==> src/rtl/stopwatch_cu_pkg.sv <==
// Shared types and default field widths for the stopwatch control unit.
package stopwatch_cu_pkg;

  typedef enum logic [1:0] {
    ST_STOP  = 2'd0,
    ST_RUN   = 2'd1,
    ST_CLEAR = 2'd2
  } state_e;

  localparam int MSEC_W_DEF = 7;
  localparam int SEC_W_DEF  = 6;
  localparam int MIN_W_DEF  = 6;
  localparam int HOUR_W_DEF = 5;

endpackage

==> src/rtl/stopwatch_cu_btn_edge_det.sv <==
// Rising-edge detector for a debounced button level; one event per press.
module btn_edge_det (
  input  logic clk,
  input  logic rst,
  input  logic i_btn,
  output logic o_rise
);

  logic prev_q;

  // prev resets high so a button held through reset produces no event
  always_ff @(posedge clk) begin
    if (rst) prev_q <= 1'b1;
    else     prev_q <= i_btn;
  end

  assign o_rise = i_btn & ~prev_q;

endmodule

==> src/rtl/stopwatch_cu.sv <==
// Stopwatch control unit: run/stop/clear FSM, lap freeze registers and display mux.
// state    | meaning
// ST_STOP  | datapath halted, waiting for run or clear
// ST_RUN   | datapath counting
// ST_CLEAR | datapath clear pulse, CLEAR_CYCLES long, buttons ignored
module stopwatch_cu
  import stopwatch_cu_pkg::*;
#(
  parameter int CLEAR_CYCLES = 1,
  parameter int MSEC_W       = MSEC_W_DEF,
  parameter int SEC_W        = SEC_W_DEF,
  parameter int MIN_W        = MIN_W_DEF,
  parameter int HOUR_W       = HOUR_W_DEF
) (
  input  logic              clk,
  input  logic              rst,
  input  logic              i_btn_run,
  input  logic              i_btn_clear,
  input  logic              i_btn_lap,
  input  logic [MSEC_W-1:0] i_msec,
  input  logic [SEC_W-1:0]  i_sec,
  input  logic [MIN_W-1:0]  i_min,
  input  logic [HOUR_W-1:0] i_hour,
  output logic              o_run_stop,
  output logic              o_clear,
  output logic              o_lap_active,
  output logic [MSEC_W-1:0] o_disp_msec,
  output logic [SEC_W-1:0]  o_disp_sec,
  output logic [MIN_W-1:0]  o_disp_min,
  output logic [HOUR_W-1:0] o_disp_hour
);

  localparam int               CNT_W    = $clog2(CLEAR_CYCLES + 1);
  localparam logic [CNT_W-1:0] CNT_LAST = CNT_W'(CLEAR_CYCLES - 1);

  logic rise_run, rise_clear, rise_lap;

  btn_edge_det u_edge_run   (.clk(clk), .rst(rst), .i_btn(i_btn_run),   .o_rise(rise_run));
  btn_edge_det u_edge_clear (.clk(clk), .rst(rst), .i_btn(i_btn_clear), .o_rise(rise_clear));
  btn_edge_det u_edge_lap   (.clk(clk), .rst(rst), .i_btn(i_btn_lap),   .o_rise(rise_lap));

  state_e              state_q, state_d;
  logic [CNT_W-1:0]    cnt_q, cnt_d;
  logic                lap_active_q, lap_active_d;
  logic [MSEC_W-1:0]   lap_msec_q, lap_msec_d;
  logic [SEC_W-1:0]    lap_sec_q, lap_sec_d;
  logic [MIN_W-1:0]    lap_min_q, lap_min_d;
  logic [HOUR_W-1:0]   lap_hour_q, lap_hour_d;

  always_ff @(posedge clk) begin
    if (rst) begin
      state_q      <= ST_STOP;
      cnt_q        <= '0;
      lap_active_q <= 1'b0;
      lap_msec_q   <= '0;
      lap_sec_q    <= '0;
      lap_min_q    <= '0;
      lap_hour_q   <= '0;
    end else begin
      state_q      <= state_d;
      cnt_q        <= cnt_d;
      lap_active_q <= lap_active_d;
      lap_msec_q   <= lap_msec_d;
      lap_sec_q    <= lap_sec_d;
      lap_min_q    <= lap_min_d;
      lap_hour_q   <= lap_hour_d;
    end
  end

  always_comb begin
    state_d      = state_q;
    cnt_d        = cnt_q;
    lap_active_d = lap_active_q;
    lap_msec_d   = lap_msec_q;
    lap_sec_d    = lap_sec_q;
    lap_min_d    = lap_min_q;
    lap_hour_d   = lap_hour_q;
    case (state_q)
      ST_STOP: begin
        if (rise_run) begin
          state_d = ST_RUN;
        end else if (rise_clear) begin
          state_d      = ST_CLEAR;
          cnt_d        = '0;
          lap_active_d = 1'b0;
          lap_msec_d   = '0;
          lap_sec_d    = '0;
          lap_min_d    = '0;
          lap_hour_d   = '0;
        end else if (rise_lap && lap_active_q) begin
          lap_active_d = 1'b0;
        end
      end
      ST_RUN: begin
        // run wins over lap; clear is not honoured while counting
        if (rise_run) begin
          state_d = ST_STOP;
        end else if (rise_lap) begin
          if (lap_active_q) begin
            lap_active_d = 1'b0;
          end else begin
            lap_active_d = 1'b1;
            lap_msec_d   = i_msec;
            lap_sec_d    = i_sec;
            lap_min_d    = i_min;
            lap_hour_d   = i_hour;
          end
        end
      end
      ST_CLEAR: begin
        if (cnt_q == CNT_LAST) begin
          state_d = ST_STOP;
          cnt_d   = '0;
        end else begin
          cnt_d = cnt_q + CNT_W'(1);
        end
      end
      default: begin
        state_d = ST_STOP;
        cnt_d   = '0;
      end
    endcase
  end

  assign o_run_stop   = (state_q == ST_RUN);
  assign o_clear      = (state_q == ST_CLEAR);
  assign o_lap_active = lap_active_q;
  assign o_disp_msec  = lap_active_q ? lap_msec_q : i_msec;
  assign o_disp_sec   = lap_active_q ? lap_sec_q  : i_sec;
  assign o_disp_min   = lap_active_q ? lap_min_q  : i_min;
  assign o_disp_hour  = lap_active_q ? lap_hour_q : i_hour;

endmodule

==> config.mk <==
export PLATFORM = sky130hd
export DESIGN_NAME = stopwatch_cu
export DESIGN_NICKNAME = d
export VERILOG_FILES = /design/src/rtl/stopwatch_cu_pkg.sv /design/src/rtl/stopwatch_cu_btn_edge_det.sv /design/src/rtl/stopwatch_cu.sv
export SDC_FILE = /design/constraint.sdc
export NUM_CORES = 1
export LEC_CHECK = 0
export BUFFER_PORTS_ARGS = -buffer_cell sky130_fd_sc_hd__buf_2
export CORE_AREA = 2 2 61 63
export CTS_CLUSTER_SIZE = 10
export DETAILED_ROUTE_END_ITERATION = 7
export DIE_AREA = 0 0 63 65
export GPL_TIMING_DRIVEN = 0
export PLACE_DENSITY = 0.85
export SLEW_MARGIN = 5
export SYNTH_ARGS = -nofsm -noshare
export SYNTH_HDL_FRONTEND = slang
export SYNTH_SLANG_ARGS = --single-unit
==> constraint.sdc <==
create_clock -name clk -period 1.5 [get_ports clk]
set_input_delay 0.225 -clock clk [delete_from_list [all_inputs] [get_ports clk]]
set_output_delay 0.225 -clock clk [all_outputs]
set_load 0.1 [all_outputs]
== Yosys cells after proc, flatten, opt, wreduce, memory -nomap -nowiden ==
Index checks and enable logic that the tools add are counted.

* Bits in registers: 31
* Output and inout port bits: 27
* Word-level logic and storage cells: 73

* Add/subtract/negate cells: 1
* Eq/ne operators: 10
* Muxes and demuxes: 38
* Bitwise gates (word level): 7
* Reduce and logical (&&, ||, !) cells: 7

{| class="wikitable"
|+ Operators by type and width
! operator !! number
|-
| $mux 6 || 8
|-
| $mux 7 || 5
|-
| $mux 5 || 5
|-
| $pmux 6 s2 || 2
|-
| $pmux 7 s2 || 1
|-
| $pmux 5 s2 || 1
|-
| $reduce_and 5->1 || 2
|-
| $mux 1 || 9
|-
| $mux 2 || 4
|-
| $ne 2x2->1 const B || 4
|-
| $ne 3x3->1 const B || 2
|-
| $pmux 2 s3 || 1
|-
| $reduce_and 3->1 || 2
|-
| $ne 2x1->1 const B || 2
|-
| $not 1->1 || 4
|-
| $and 1x1->1 || 3
|-
| $pmux 1 s3 || 1
|-
| $eq 2x1->1 const B || 1
|-
| $eq 2x2->1 const B || 1
|-
| $logic_not 2->1 || 1
|-
| $pmux 1 s2 || 1
|-
| $reduce_bool 2->1 || 1
|-
| $add 1x1->1 const B || 1
|-
| $logic_and 1x1->1 || 1
|}

== Depth between registers and ports, before layout ==
Gate-level depths: netlist of run 1.

* Depth after elaboration: 7
* Gate-level depth with buffers: 6
* Gate-level depth less buffers: 4

== Modules after synthesis ==
From an unflattened synthesis of run 1, not the netlist that was laid out.

* Cell total of the unflattened synthesis: 158
* Area, all modules: 1572.8 um^2

{| class="wikitable"
|+ Modules (own cells, without submodules)
! module !! instances !! cells an instance !! area an instance (um^2)
|-
| stopwatch_cu || 1 || 149 || 1475.2
|-
| btn_edge_det || 3 || 3 || 32.5
|}

== Least setup slack after synthesis of run 1 ==
Ideal clock, no wire load.

* Kind: flip-flop to flip-flop
* From: register lap_active_q, in the netlist o_lap_active
* To: register lap_msec_q[1]
* Library setup time: 0.122 ns
* Arrival time: 2.380 ns
* Required time: 1.378 ns
* Setup slack: -1.002 ns
* Cell stages (with the launch flop): 6
* Buffers on the path: 2
* Cell sequence: dfxtp_1 buf_2 buf_4 mux2_1 nand2_1 mux2i_1

* Longest elaborated chain between the ends: 4

{| class="wikitable"
|+ RTL lines
! item !! line !! RTL
|-
| start: declaration || stopwatch_cu.sv:44 || <nowiki>logic lap_active_q, lap_active_d;</nowiki>
|-
| start signal: assignment || stopwatch_cu.sv:62 || <nowiki>lap_active_q <= lap_active_d;</nowiki>
|-
| $mux 7 || -- ||
|-
| net o_disp_msec[1] || stopwatch_cu.sv:27 || <nowiki>output logic [MSEC_W-1:0] o_disp_msec,</nowiki>
|-
| $mux 7 (2 in series) || -- ||
|-
| $pmux 7 s2 || -- ||
|-
| end signal: assignment || stopwatch_cu.sv:63 || <nowiki>lap_msec_q <= lap_msec_d;</nowiki>
|-
| end: declaration || stopwatch_cu.sv:45 || <nowiki>logic [MSEC_W-1:0] lap_msec_q, lap_msec_d;</nowiki>
|}

The timed path passes the listed nets, and every way through them passes these cells. The select of a mux whose other input is x is not followed.
A chain may end at the register's enable or synchronous reset.

== Worst setup path after layout of run 1 ==
* From: register lap_active_q, in the netlist o_lap_active
* To: output o_disp_msec[3]

* Longest elaborated chain between the ends: 1

{| class="wikitable"
|+ RTL lines
! item !! line
|-
| $mux 7 || --
|-
| end: declaration || stopwatch_cu.sv:27
|}

Every way passes these cells.

==> out/summary.md, run 1 <==
The number of buffers and inverters on the critical path is 3. The first global-routing pass estimated 6370 microns of wire. The synthesis-to-finish area growth works out to 57.6%. The run gives 2320 microns as the detailed placement HPWL. For this run, asynchronously set or reset flops after synthesis account for 0%.

The last weighted congestion value of the routability-driven placer was 0.696. Combinational cells account for 44.0% of the total power. The critical path crosses 4 cells after its start point. Pin count of the biggest net entering global routing: 11. The final standard cell area without fillers was 2540 sq um; the slew at the pin closest to its max-slew limit was 0.391 ns. The worst hold path passes through 2 cells. The share of layout cells above drive strength 1 was 47.8%.

After synthesis, flip-flops and latches occupy 37.2% of the total area. Counting flops with a built-in enable in the synthesized netlist gives 0. The count of antenna-violating nets left after detailed routing was 0; the count of TritonRoute iterations in the first routing pass was 4. The initial utilization of the core area, before any placement, comes to 46.2%. In this run switching power makes up 38.1% of total power. The die is 63 microns wide. The run gives 0 as the diode insertion count for antenna repair. For this run, the leading register cell type out of synthesis is sky130_fd_sc_hd__dfxtp_1. For the data required time of the critical path, the log shows 1.27 ns. Hold repair after CTS inserted 0 buffers.

The DRC marker count from the first detailed-route iteration came out at 49. The critical path's top delay family is buffers and inverters. The commonest cells after synthesis are sky130_fd_sc_hd__dfxtp_1 (30), sky130_fd_sc_hd__nand2b_1 (26), sky130_fd_sc_hd__nand2_1 (25).

The number of failing hold endpoints at the final stage is 0. The flow ran to the end, but the final reports show violations. The share of total power dissipated in the clock network is 19.3%. The number of max-slew violations in the final report was 0; the top-level port count was 56. The post-detailed-route via-to-cell ratio works out to 4.96. The worst-case IR drop observed on VDD is 0.526 mV. For the worst-skew pair, the clock arrives at the later sink with an insertion delay of 0.32 ns. sky130_fd_sc_hd__dfxtp_1 is the most common cell in the netlist.

The initial antenna violation count was 0. After detailed routing, the average wire length per cell comes to 14.7 microns. The tools report the element type at the critical path start as a flip-flop.

The worst setup path is captured at a primary output. Of all nets on the critical path, the largest fanout is 6. After the flow finishes, the layout carries non-filler instances totaling 272. Counting every net in the synthesized netlist gives 185.

The worst-case reg-to-reg path depth came out at 6. The run gives 0 as the total global routing overflow. After filler insertion, the fill cell instance count of the layout stands at 242. Height of the die: 65 microns. The signal on the critical path passes through buf_12, buf_12, mux2_4, buf_12.

Setup violations remaining at the end of the flow were counted as 24. The count of warnings emitted by yosys is 0. The number of nets in the layout is 253. For the post-placement cell area, the log shows 2050 sq um. Maximum clock path buffer count: 2. Clock sink count: 30. At the worst endpoint, the arrival time is 1.47 ns.

After synthesis, the largest area contributor takes up 37.2% of total cell area. The run gives 24 as the count of unique library cells instantiated by Yosys. Number of synthesized register bits: 30.

The largest clock skew in the final design is 0.00350 ns. The tools report the via count of the first global-routing pass as 1340. On the worst path, the slowest cell contributes a delay of 0.41 ns. After synthesis, the mean cell area works out to 10.3 sq um. The buffer type at the clock tree root was sky130_fd_sc_hd__clkbuf_4. Counting I/O delays and the setup requirement, the final critical path takes 1.70 ns.

The logs give 3500 sq um for the area of the core region and 5 for the clock buffer count from CTS. Remaining design rule violation count: 0. For the cell-internal power, the log shows 1.39 mW. The post-CTS clock slew at the launch and capture registers of the worst setup and hold paths is 0.09 ns. Cell repeated most along the worst path: sky130_fd_sc_hd__buf_12. The count of vias placed by the detailed router was 1349. Measured against its own limit, the worst slew margin works out to 73.9%. TritonCTS built the clock tree.

Setup repair after global routing could not meet its margin everywhere. Ranked by total cell area, the synthesized netlist is headed by sky130_fd_sc_hd__dfxtp_1 (37%), sky130_fd_sc_hd__mux2i_1 (15%), sky130_fd_sc_hd__mux2_2 (12%), sky130_fd_sc_hd__nand2b_1 (10%), sky130_fd_sc_hd__nand2_1 (5.8%). For this design the total switching power over the nets is 0.858 mW. At the placement stage, the worst setup path has a slack of 0.00463 ns. The power share of the sequential group came out at 36.7%. The H-tree was split into 2 levels. In the finished design, the share of the clock period the worst path needs comes to 113%. The power per standard cell area came out at 884 nW/um^2. The number of placed instances, taps included, is 259.

Wires add up to 3990 microns. The area enclosed by the die boundary is 4100 sq um. Class of the tightest hold or removal check: in -> reg. The checks that failed: setup timing.

The post-layout worst setup margin came out at -0.199 ns. The floorplan has 22 rows. For the number of max-capacitance violations reported, the log shows 0. The run gives 0.588 GHz as the maximum clock frequency.

Synthesis handed over a netlist of 156 instances. The critical setup path kind is reg -> out. Global routing used 20.1% of the available tracks across all layers. The top cell type by total area after synthesis is sky130_fd_sc_hd__dfxtp_1. Post-synthesis cell area: 1610 sq um. Port buffering added 55 buffers. The multi-input combinational cells in the finished layout cover a total of 988 sq um.

The aggregate negative setup slack is -3.43 ns, and the static leakage power is 1.04 nW. The area taken by flip-flops and latches is 606 sq um. The share of the core filled with cells was 72.8%. Worst-path cell with the longest stage delay: sky130_fd_sc_hd__dfxtp_4.
==> registers in the layout, indices dropped and copies added (netlist names) <==
signal	cells
lap_msec_q	7
u_edge_clear.prev_q	1
u_edge_run.prev_q	1
u_edge_lap.prev_q	1
state_q	2
lap_hour_q	5
o_lap_active	1
lap_min_q	6
lap_sec_q	6
==> repair_timing <==
action,CTS,global route
cloned,1,0
resized for setup,95,7
buffers inserted,5,2
pin swaps,0,0
setup endpoints to repair,26,24
==> cells in the final DEF (no fill, tap or decap) <==
cell                       Yosys  final
sky130_fd_sc_hd__buf_12        2     29
sky130_fd_sc_hd__buf_2         1     28
sky130_fd_sc_hd__dfxtp_1      30     28
sky130_fd_sc_hd__nand2b_1     26     26
sky130_fd_sc_hd__nand2_1      25     25
sky130_fd_sc_hd__mux2i_1      24     24
sky130_fd_sc_hd__mux2_4        0     20
sky130_fd_sc_hd__buf_6         3      6
sky130_fd_sc_hd__buf_4         2      6
sky130_fd_sc_hd__clkbuf_1      3      5
sky130_fd_sc_hd__clkbuf_4      0      5
sky130_fd_sc_hd__mux2_2       17      4
sky130_fd_sc_hd__or2_1         3      3
sky130_fd_sc_hd__nor2b_2       0      2
sky130_fd_sc_hd__and2b_4       1      1
sky130_fd_sc_hd__nor2b_4       1      1
sky130_fd_sc_hd__nor4_1        1      1
sky130_fd_sc_hd__nor3b_4       1      1
sky130_fd_sc_hd__nand2b_4      1      1
sky130_fd_sc_hd__a211oi_2      1      1
sky130_fd_sc_hd__o21a_1        1      1
sky130_fd_sc_hd__a211oi_1      1      1
sky130_fd_sc_hd__o22ai_1       1      1
sky130_fd_sc_hd__xnor2_1       1      1
sky130_fd_sc_hd__nor3_1        1      1
sky130_fd_sc_hd__dfxtp_4       0      1
sky130_fd_sc_hd__dfxtp_2       0      1
==> power groups by stage <==
stage / clock network (mW) / logic (mW) / registers (mW)
final: 0.435 / 0.990 / 0.825
after global routing: 0.496 / 1.02 / 0.827
after CTS: 0.446 / 0.967 / 0.825
after detailed placement: 0 / 0.765 / 0.839
after global placement: 0 / 0.762 / 0.839
after floorplan: 0 / 0.648 / 0.849
==> cells by family (layout without fill, tap and decap cells) <==
kind of cell    after synthesis  in the layout  share of synthesized area [%]
simple gates                 62             62                           22.0
mux                          48             48                           31.6
buf+inv                      11             79                           6.51
flops                        30             30                           37.2
xor+xnor                      1              1                          0.543
compound gates                4              4                           2.09
==> per-stage QoR <==
step | total power, mW | hold WS [ns]
floorplan | 1.50 | 0.325
CTS | 2.24 | 0.0846
detailed placement | 1.60 | 0.429
global route | 2.34 | 0.0908
global placement | 1.60 | 0.424
finish | 2.25 | 0.101
==> cell type report <==
cell class	count	area share, %
plain buffers	10	4.92
flip-flops and latches	30	23.8
multi-input cells	115	38.9
repair buffers	62	28.3
well taps	48	2.36
clock buffers	7	1.77
==> layer usage <==
| layer | vias to the layer above | track usage (%) | share of wire, % |
|---|---|---|---|
| met2 | 40 | 37.2 | 55 |
| li1 | 655 | - | - |
| met3 | 4 | 4.34 | 4.2 |
| met4 | 0 | 7.78 | 1.2 |
| met5 | - | 0 | 0 |
| met1 | 650 | 22.3 | 40 |
==> final timing paths <==
kind / start / end / slack (ns)
max: o_lap_active$_SDFFE_PP0P_ / o_disp_msec[3] / -0.20
min: i_btn_clear / u_edge_clear.prev_q$_SDFF_PP1_ / 0.10
max reg2reg: u_edge_lap.prev_q$_SDFF_PP1_ / lap_min_q[2]$_SDFFE_PP0P_ / 0.08
min reg2reg: lap_hour_q[4]$_SDFFE_PP0P_ / lap_hour_q[4]$_SDFFE_PP0P_ / 0.48
Note: power is estimated with default switching activity, not from simulation.
==> inputs of run 2 (changes only) <==
==> constraint.sdc (replaced) <==
create_clock -name clk -period 1.5 [get_ports clk]
set_input_delay 0.3 -clock clk [delete_from_list [all_inputs] [get_ports clk]]
set_output_delay 0.3 -clock clk [all_outputs]
set_load 0.1 [all_outputs]
==> run 2 against run 1 <==
Worst setup slack worse by 0.074 ns. Largest cell class unchanged. The flow still finishes with violations (setup timing). Utilization up 3.0 points. Flip-flop and latch count unchanged. Sequential share of layout area down 0.71 points.
==> out/summary.md, run 2 (synthesis gave the netlist of run 1 again) <==
CTS placed an instance of sky130_fd_sc_hd__clkbuf_4 at the clock tree root. For the total global routing track utilization, the log shows 22.0% (+1.9 points). The tools report the maximum clock path buffer count as 2 (unchanged).

The die span in x works out to 63 microns (unchanged). In the final layout, the registers with the most flip-flops are lap_msec_q (7), lap_min_q (6), lap_sec_q (6). The tools report the data required time of the critical path as 1.20 ns (-0.07 ns). For the largest clock skew in the final design, the log shows 0.00943 ns (+0.00594 ns).

Source-to-sink clock delay at the later pin of the worst-skew pair: 0.33 ns (about the same). The area enclosed by the die boundary was 4100 sq um (unchanged). The number of flip-flops under the largest register name is 7 (unchanged). STA classifies the critical path endpoint as a primary output. The logs give 0 (unchanged) for the total global routing overflow and 0 (unchanged) for the remaining design rule violation count. The worst path arrival time came out at 1.47 ns (about the same). The number of nets in the layout was 255 (+0.79%). The via count of the first global-routing pass is 1435 (+7.1%), and the count of TritonRoute iterations in the first routing pass is 4 (unchanged).

For the met2 capacity usage during global routing, the log shows 41.1% (+3.9 points). The tools report the area taken by flip-flops and latches as 612 sq um (+1.0%). The critical setup path kind is reg -> out. For the post-layout worst setup margin, the log shows -0.273 ns (-0.0735 ns). The post-CTS clock slew at the launch and capture registers of the worst setup and hold paths was 0.09 ns (about the same). The run gives 0 (unchanged) as the count of antenna-violating nets left after detailed routing. The tools report the fill cell total of the finished layout as 225 (-7.0%). The height of the die is 65 microns (unchanged), and the static leakage power is 1.09 nW (+4.8%). TritonCTS built the clock tree. For the sum of internal, switching and leakage power, the log shows 2.32 mW (+3.3%). The clock sink count is 30 (unchanged), and the number of placement rows is 22 (unchanged). The number of max-capacitance violations reported was 0 (unchanged).

The library cells used most frequently in the layout, excluding fill and tap cells, are sky130_fd_sc_hd__buf_12 (30), sky130_fd_sc_hd__buf_2 (28), sky130_fd_sc_hd__dfxtp_1 (27). Leaving out fill and tap cells, the most frequent cell in the layout is sky130_fd_sc_hd__buf_12. The DRC marker count from the first detailed-route iteration is 59 (+20%).

Setup repair after global routing could not meet its margin everywhere. The share of the core filled with cells is 75.8% (+3.0 points). The tools report the number of max-slew violations in the final report as 0 (unchanged).

The checks that failed: setup timing. For the initial antenna violation count, the log shows 0 (unchanged). The tools report the top-level port count as 56 (unchanged). The effective utilization at floorplan was 46.2% (unchanged); the multi-input gate area in the final layout was 1020 sq um (+2.9%). The total wire length after detailed routing is 4300 microns (+7.7%), and the worst slew margin relative to its limit is 73.7% (-0.20 points). The met1 layer usage reported by global route was 24.8% (+2.5 points).

For the global-route wire length before repair, the log shows 7010 microns (+10%). The final standard cell area without fillers is 2650 sq um (+4.1%), and the minimum clock period after layout is 1.77 ns (+0.0735 ns). The hold-fix buffer count after cts is 0 (unchanged), and the number of levels in the clock H-tree is 2 (unchanged).

The diode insertion count for antenna repair came out at 0 (unchanged). The worst setup path is launched from a flip-flop. For the area of the core region, the log shows 3500 sq um (unchanged). The logs give 0.628 mV (+20%) for the worst supply voltage drop on vdd and 0.564 GHz (-4.1%) for the maximum clock frequency. The run gives 0.799 (+15%) as the last weighted congestion value of the routability-driven placer.

In this run the worst hold path is classified as in -> reg. Slew at the pin closest to its max-slew limit: 0.394 ns (+0.00294 ns). The flow ran to the end, but the final reports show violations. The aggregate negative setup slack is -6.22 ns (-2.79 ns).

The run gives 11 (unchanged) as the pin count of the biggest net entering global routing. For the count of final setup violators, the log shows 24 (unchanged). Count of vias placed by the detailed router: 1360 (+0.82%). Counting flops per register, the top entry is lap_msec_q. The share of layout cells above drive strength 1 is 49.8% (+2.0 points), and the clock buffer count from CTS is 5 (unchanged). The share of the clock period used by the worst path came out at 118% (+4.9 points). Met3 track demand over resource in global routing: 3.82% (-0.52 points).

Global routing's busiest layer: met2. The power per standard cell area is 878 nW/um^2 (-0.75%), and the number of failing hold endpoints at the final stage is 0 (unchanged). The minimum setup slack after placement was -0.0919 ns (-0.0966 ns); the largest fanout on the critical path was 6 (unchanged). The post-placement cell area is 2080 sq um (+1.6%). The post-detailed-route via-to-cell ratio was 4.98 (+0.45%). The detailed placement HPWL was 2430 microns (+4.5%); the synthesis-to-finish area growth was 64.1%. The number of port buffers works out to 55 (unchanged). Wire length per cell after detailed routing: 15.7 microns (+7.3%).
[run 2: changes by cell type in the layout (fill, tap and decap cells not counted), moves of 2 or more]
cell	before	now
sky130_fd_sc_hd__clkbuf_1	5	3
sky130_fd_sc_hd__mux2_4	20	24
sky130_fd_sc_hd__buf_16	0	2
sky130_fd_sc_hd__dfxtp_4	1	3
sky130_fd_sc_hd__nor2b_4	1	3
sky130_fd_sc_hd__mux2_2	4	0
sky130_fd_sc_hd__nor2b_2	2	0
[run 2: power by group]
part	internal (mW)	switching (mW)
Sequential	0.808	0.0135
Clock	0.211	0.258
Combinational	0.434	0.600
[run 2: cell type report]
cell class / count / share of cell area, %
sequential: 30 / 23.1
tap: 48 / 2.27
clock buffer: 6 / 1.94
timing repair buffer: 63 / 28.8
buffer: 11 / 5.48
multi-input combinational: 115 / 38.4
[run 2: per-layer routing]
| metal | routed length [microns] | vias up |
|---|---|---|
| li1 | - | 663 |
| met1 | 1720 | 641 |
| met2 | 2320 | 43 |
| met3 | 165 | 13 |
| met4 | 92 | 0 |
| met5 | 0 | - |
[run 2: worst max-delay path: stages (launching register included)]
cell                      delay, ns
sky130_fd_sc_hd__dfxtp_4       0.36
sky130_fd_sc_hd__buf_12        0.15
sky130_fd_sc_hd__buf_16        0.14
sky130_fd_sc_hd__mux2_4        0.32
sky130_fd_sc_hd__buf_12        0.17
[run 2: per-stage QoR]
stage | cells | hold slack (ns)
2_1_floorplan | 156 | 0.400
3_3_place_gp | 259 | 0.458
3_5_place_dp | 259 | 0.467
4_1_cts | 271 | 0.158
5_1_grt | 273 | 0.170
6_report | 273 | 0.166
[run 2: worst paths after layout]
check	slack, ns	from	cells past startpoint	end
max reg2reg	0.05	u_edge_run.prev_q$_SDFF_PP1_	6	lap_msec_q[5]$_SDFFE_PP0P_
min	0.17	i_btn_clear	2	u_edge_clear.prev_q$_SDFF_PP1_
min reg2reg	0.48	lap_msec_q[6]$_SDFFE_PP0P_	2	lap_msec_q[6]$_SDFFE_PP0P_
max	-0.27	o_lap_active$_SDFFE_PP0P_	4	o_disp_msec[4]
[run 2: repair_timing]
item / in CTS / in global routing
hold endpoints to repair: 0 / 0
pin swaps: 0 / 1
gates cloned: 2 / 0
buffers inserted: 4 / 2
setup endpoints to repair: 26 / 28
resized for setup: 109 / 3
==> inputs of run 3 (changes only) <==
--- a/config.mk
+++ b/config.mk
@@ -12,6 +12,7 @@
 export DIE_AREA = 0 0 63 65
 export GPL_TIMING_DRIVEN = 0
 export PLACE_DENSITY = 0.85
+export SETUP_SLACK_MARGIN = 0.5
 export SLEW_MARGIN = 5
 export SYNTH_ARGS = -nofsm -noshare
 export SYNTH_HDL_FRONTEND = slang
==> run 3 against run 2 <==
The flow still finishes with violations (setup timing). Total power grew 6.1%. Global-route usage grew 3.7 points. Combinational power grew 15%. Worst setup slack lost 0.034 ns. Highest routed layer unchanged. First-iteration DRC count shrank 29%. Critical endpoint is now o_disp_sec[3]. Via count grew 10%. Critical path depth is the same. Clock power is essentially flat. Utilization grew 8.8 points. Cell count grew 8.8%. Non-clock buffer count grew 22.
==> out/summary.md, run 3 (synthesis gave the netlist of run 1 again) <==
The run finished, with violations left. The checks that failed: setup timing. The cell-internal power was 1.53 mW (+5.2%).

For the count of antenna-violating nets left after detailed routing, the log shows 0 (unchanged). The share of the clock period used by the worst path was 120% (+2.3 points). The post-layout worst setup margin was -0.307 ns (-0.0338 ns); the total global routing track utilization was 25.7% (+3.7 points). DRC marker count from the first detailed-route iteration: 42 (-29%). The maximum clock path buffer count was 2 (unchanged); the wire length per cell after detailed routing was 18.2 microns (+15%).

The worst setup path is launched from a flip-flop. Area enclosed by the die boundary: 4100 sq um (unchanged). The worst supply voltage drop on vdd was 0.530 mV (-16%); the number of max-capacitance violations reported was 0 (unchanged). The tools report the power share of the sequential group as 33.3% (-2.0 points). The run gives 18.9% (-1.3 points) as the share of power burned in the clock network.

The source-to-sink clock delay at the later pin of the worst-skew pair is 0.34 ns (about the same), and the sum of internal, switching and leakage power is 2.47 mW (+6.1%). The tools report the total global routing overflow as 0 (unchanged). The minimum clock period after layout is 1.81 ns (+0.0338 ns). The count of vias placed by the detailed router came out at 1500 (+10%). The path class of the tightest hold or removal check is in -> reg. The run gives 47.8% (+3.3 points) as the power share of the combinational group.

Leading cell type in the layout, fill and taps excluded: sky130_fd_sc_hd__buf_12. The run gives 25 (+4.2%) as the count of final setup violators. The count of TritonRoute iterations in the first routing pass was 4 (unchanged).

The die span in x works out to 63 microns (unchanged). The run gives 0.554 GHz (-1.9%) as the maximum clock frequency. The largest incremental delay on the critical path is 0.36 ns (about the same). The top-level port count is 56 (unchanged), and the net switching power is 0.939 mW (+7.8%).

Hold-fix buffer count after cts: 0 (unchanged). The number of flip-flops under the largest register name came out at 7 (unchanged). For the global-route wire length before repair, the log shows 8020 microns (+14%). The multi-input gate area in the final layout came out at 1050 sq um (+3.1%). The last weighted congestion value of the routability-driven placer came out at 0.695 (-13%). The worst-path cell with the longest stage delay is sky130_fd_sc_hd__dfxtp_4. The number of levels in the clock H-tree was 2 (unchanged). The logs give 46.2% (unchanged) for the effective utilization at floorplan and 2060 sq um (-0.72%) for the post-placement cell area.

The remaining design rule violation count is 0 (unchanged). The share of layout cells above drive strength 1 was 55.0% (+5.2 points). Number of nets in the layout: 277 (+8.6%). Traced cell by cell, the critical path runs through buf_12, clkbuf_16, mux2_4, buf_12. The largest fanout on the critical path is 9 (+3), and the clock sink count is 30 (unchanged). Number of failing hold endpoints at the final stage: 0 (unchanged). TritonCTS built the clock tree.

The library cells used most frequently in the layout, excluding fill and tap cells, are sky130_fd_sc_hd__buf_12 (34), sky130_fd_sc_hd__buf_2 (29), sky130_fd_sc_hd__dfxtp_1 (27). The power per standard cell area was 835 nW/um^2 (-4.9%); the worst path arrival time was 1.51 ns (+0.04 ns). The critical setup path kind was reg -> out. The final standard cell area without fillers came out at 2960 sq um (+12%). The run gives 0.00514 ns (-0.00430 ns) as the largest clock skew in the final design. The data required time of the critical path is 1.20 ns (about the same), and the height of the die is 65 microns (unchanged). The tools report the non-filler instance count after layout as 297 (+8.8%).

The diode insertion count for antenna repair was 0 (unchanged). The aggregate negative setup slack is -6.83 ns (-0.611 ns). For the clock buffer count from CTS, the log shows 5 (unchanged).

For the detailed placement HPWL, the log shows 2430 microns (about the same). Cell repeated most along the worst path: sky130_fd_sc_hd__buf_12. The logs give 185 (-18%) for the fill cell total of the finished layout and 259 (unchanged) for the cell total after placement. lap_msec_q holds more flip-flops than any other register.

The share of the core filled with cells was 84.5% (+8.8 points). The number of max-slew violations in the final report is 0 (unchanged). For the number of placement rows, the log shows 22 (unchanged). The reg2reg setup slack is -0.02 ns (-0.07 ns). The area of the core region is 3500 sq um (unchanged), and the slew at the pin closest to its max-slew limit is 0.513 ns (+0.119 ns). The share of total power consumed by net switching is 38.1% (+0.58 points), and the post-CTS clock slew at the launch and capture registers of the worst setup and hold paths is 0.09 ns (about the same). The kind of end point of the critical path was a primary output. The run gives 612 sq um (unchanged) as the area taken by flip-flops and latches. The worst slew margin relative to its limit is 66.0% (-7.7 points).

The tree is rooted in a sky130_fd_sc_hd__clkbuf_4. For the static leakage power, the log shows 1.24 nW (+14%). The post-detailed-route via-to-cell ratio was 5.05 (+1.4%); the synthesis-to-finish area growth was 83.1%.

The largest registers in the layout are lap_msec_q (7), lap_min_q (6), lap_sec_q (6). Setup repair after global routing could not meet its margin everywhere. The via count of the first global-routing pass is 1643 (+14%). The number of port buffers was 55 (unchanged); the total wire length after detailed routing was 5390 microns (+25%). For the initial antenna violation count, the log shows 0 (unchanged). The pin count of the biggest net entering global routing was 11 (unchanged).
-- run 3: cell types whose count changed in the layout (fill, tap and decap cells not counted), moves of 2 or more --
| cell | change |
|---|---|
| sky130_fd_sc_hd__buf_12 | +4 |
| sky130_fd_sc_hd__buf_4 | +7 |
| sky130_fd_sc_hd__buf_6 | +8 |
| sky130_fd_sc_hd__clkbuf_1 | +3 |
| sky130_fd_sc_hd__clkbuf_16 | +2 |
-- run 3: worst max-delay path: cells and delay by family, from the launching register on --
| kind | cells | cell delay [ns] |
|---|---|---|
| multiplexers | 1 | 0.33 |
| flip-flops | 1 | 0.36 |
| buffers and inverters | 3 | 0.47 |
-- run 3: routing by layer --
| layer | GRT usage (%) | vias up | wire [microns] |
|---|---|---|---|
| met1 | 28.0 | 730 | 2110 |
| met5 | 0 | - | 0 |
| met3 | 5.38 | 8 | 242 |
| li1 | - | 714 | - |
| met2 | 49.2 | 48 | 2960 |
| met4 | 8.33 | 0 | 76 |
-- run 3: power groups by stage --
| stage | Combinational, mW | Sequential, mW | Clock (mW) |
|---|---|---|---|
| 6_report | 1.18 | 0.821 | 0.467 |
| 5_1_grt | 1.21 | 0.823 | 0.500 |
| 3_5_place_dp | 0.768 | 0.839 | 0 |
| 3_3_place_gp | 0.763 | 0.838 | 0 |
| 4_1_cts | 1.11 | 0.819 | 0.468 |
| 2_1_floorplan | 0.650 | 0.848 | 0 |
-- run 3: cell type report --
cell class	count	area share, %
multi-input cells	115	35.5
flip-flops and latches	30	20.7
well taps	48	2.03
repair buffers	85	35.2
clock buffers	8	1.65
plain buffers	11	4.91
-- run 3: path summary, 6_finish.rpt --
check | startpoint | endpoint | cells past startpoint
hold reg to reg | lap_msec_q[3]$_SDFFE_PP0P_ | lap_msec_q[3]$_SDFFE_PP0P_ | 2
hold / removal | i_btn_run | u_edge_run.prev_q$_SDFF_PP1_ | 2
setup reg to reg | state_q[1]$_SDFFE_PP0P_ | lap_msec_q[0]$_SDFFE_PP0P_ | 7
setup / recovery | o_lap_active$_SDFFE_PP0P_ | o_disp_sec[3] | 4
-- run 3: timing repair --
item                                    4_1_cts  5_1_grt
gates resized for setup                     123        9
hold endpoints to repair                      0        0
buffers inserted                             21        5
endpoints found under the setup margin       52       53
pin swaps                                     2        1
cloned                                        2        2
-- run 3: through the flow --
stage | worst slack [ns] | hold WS (ns)
2_1_floorplan | -0.0995 | 0.400
3_3_place_gp | -0.0561 | 0.456
3_5_place_dp | -0.0585 | 0.465
4_1_cts | -0.295 | 0.154
5_1_grt | -0.329 | 0.174
6_report | -0.307 | 0.159
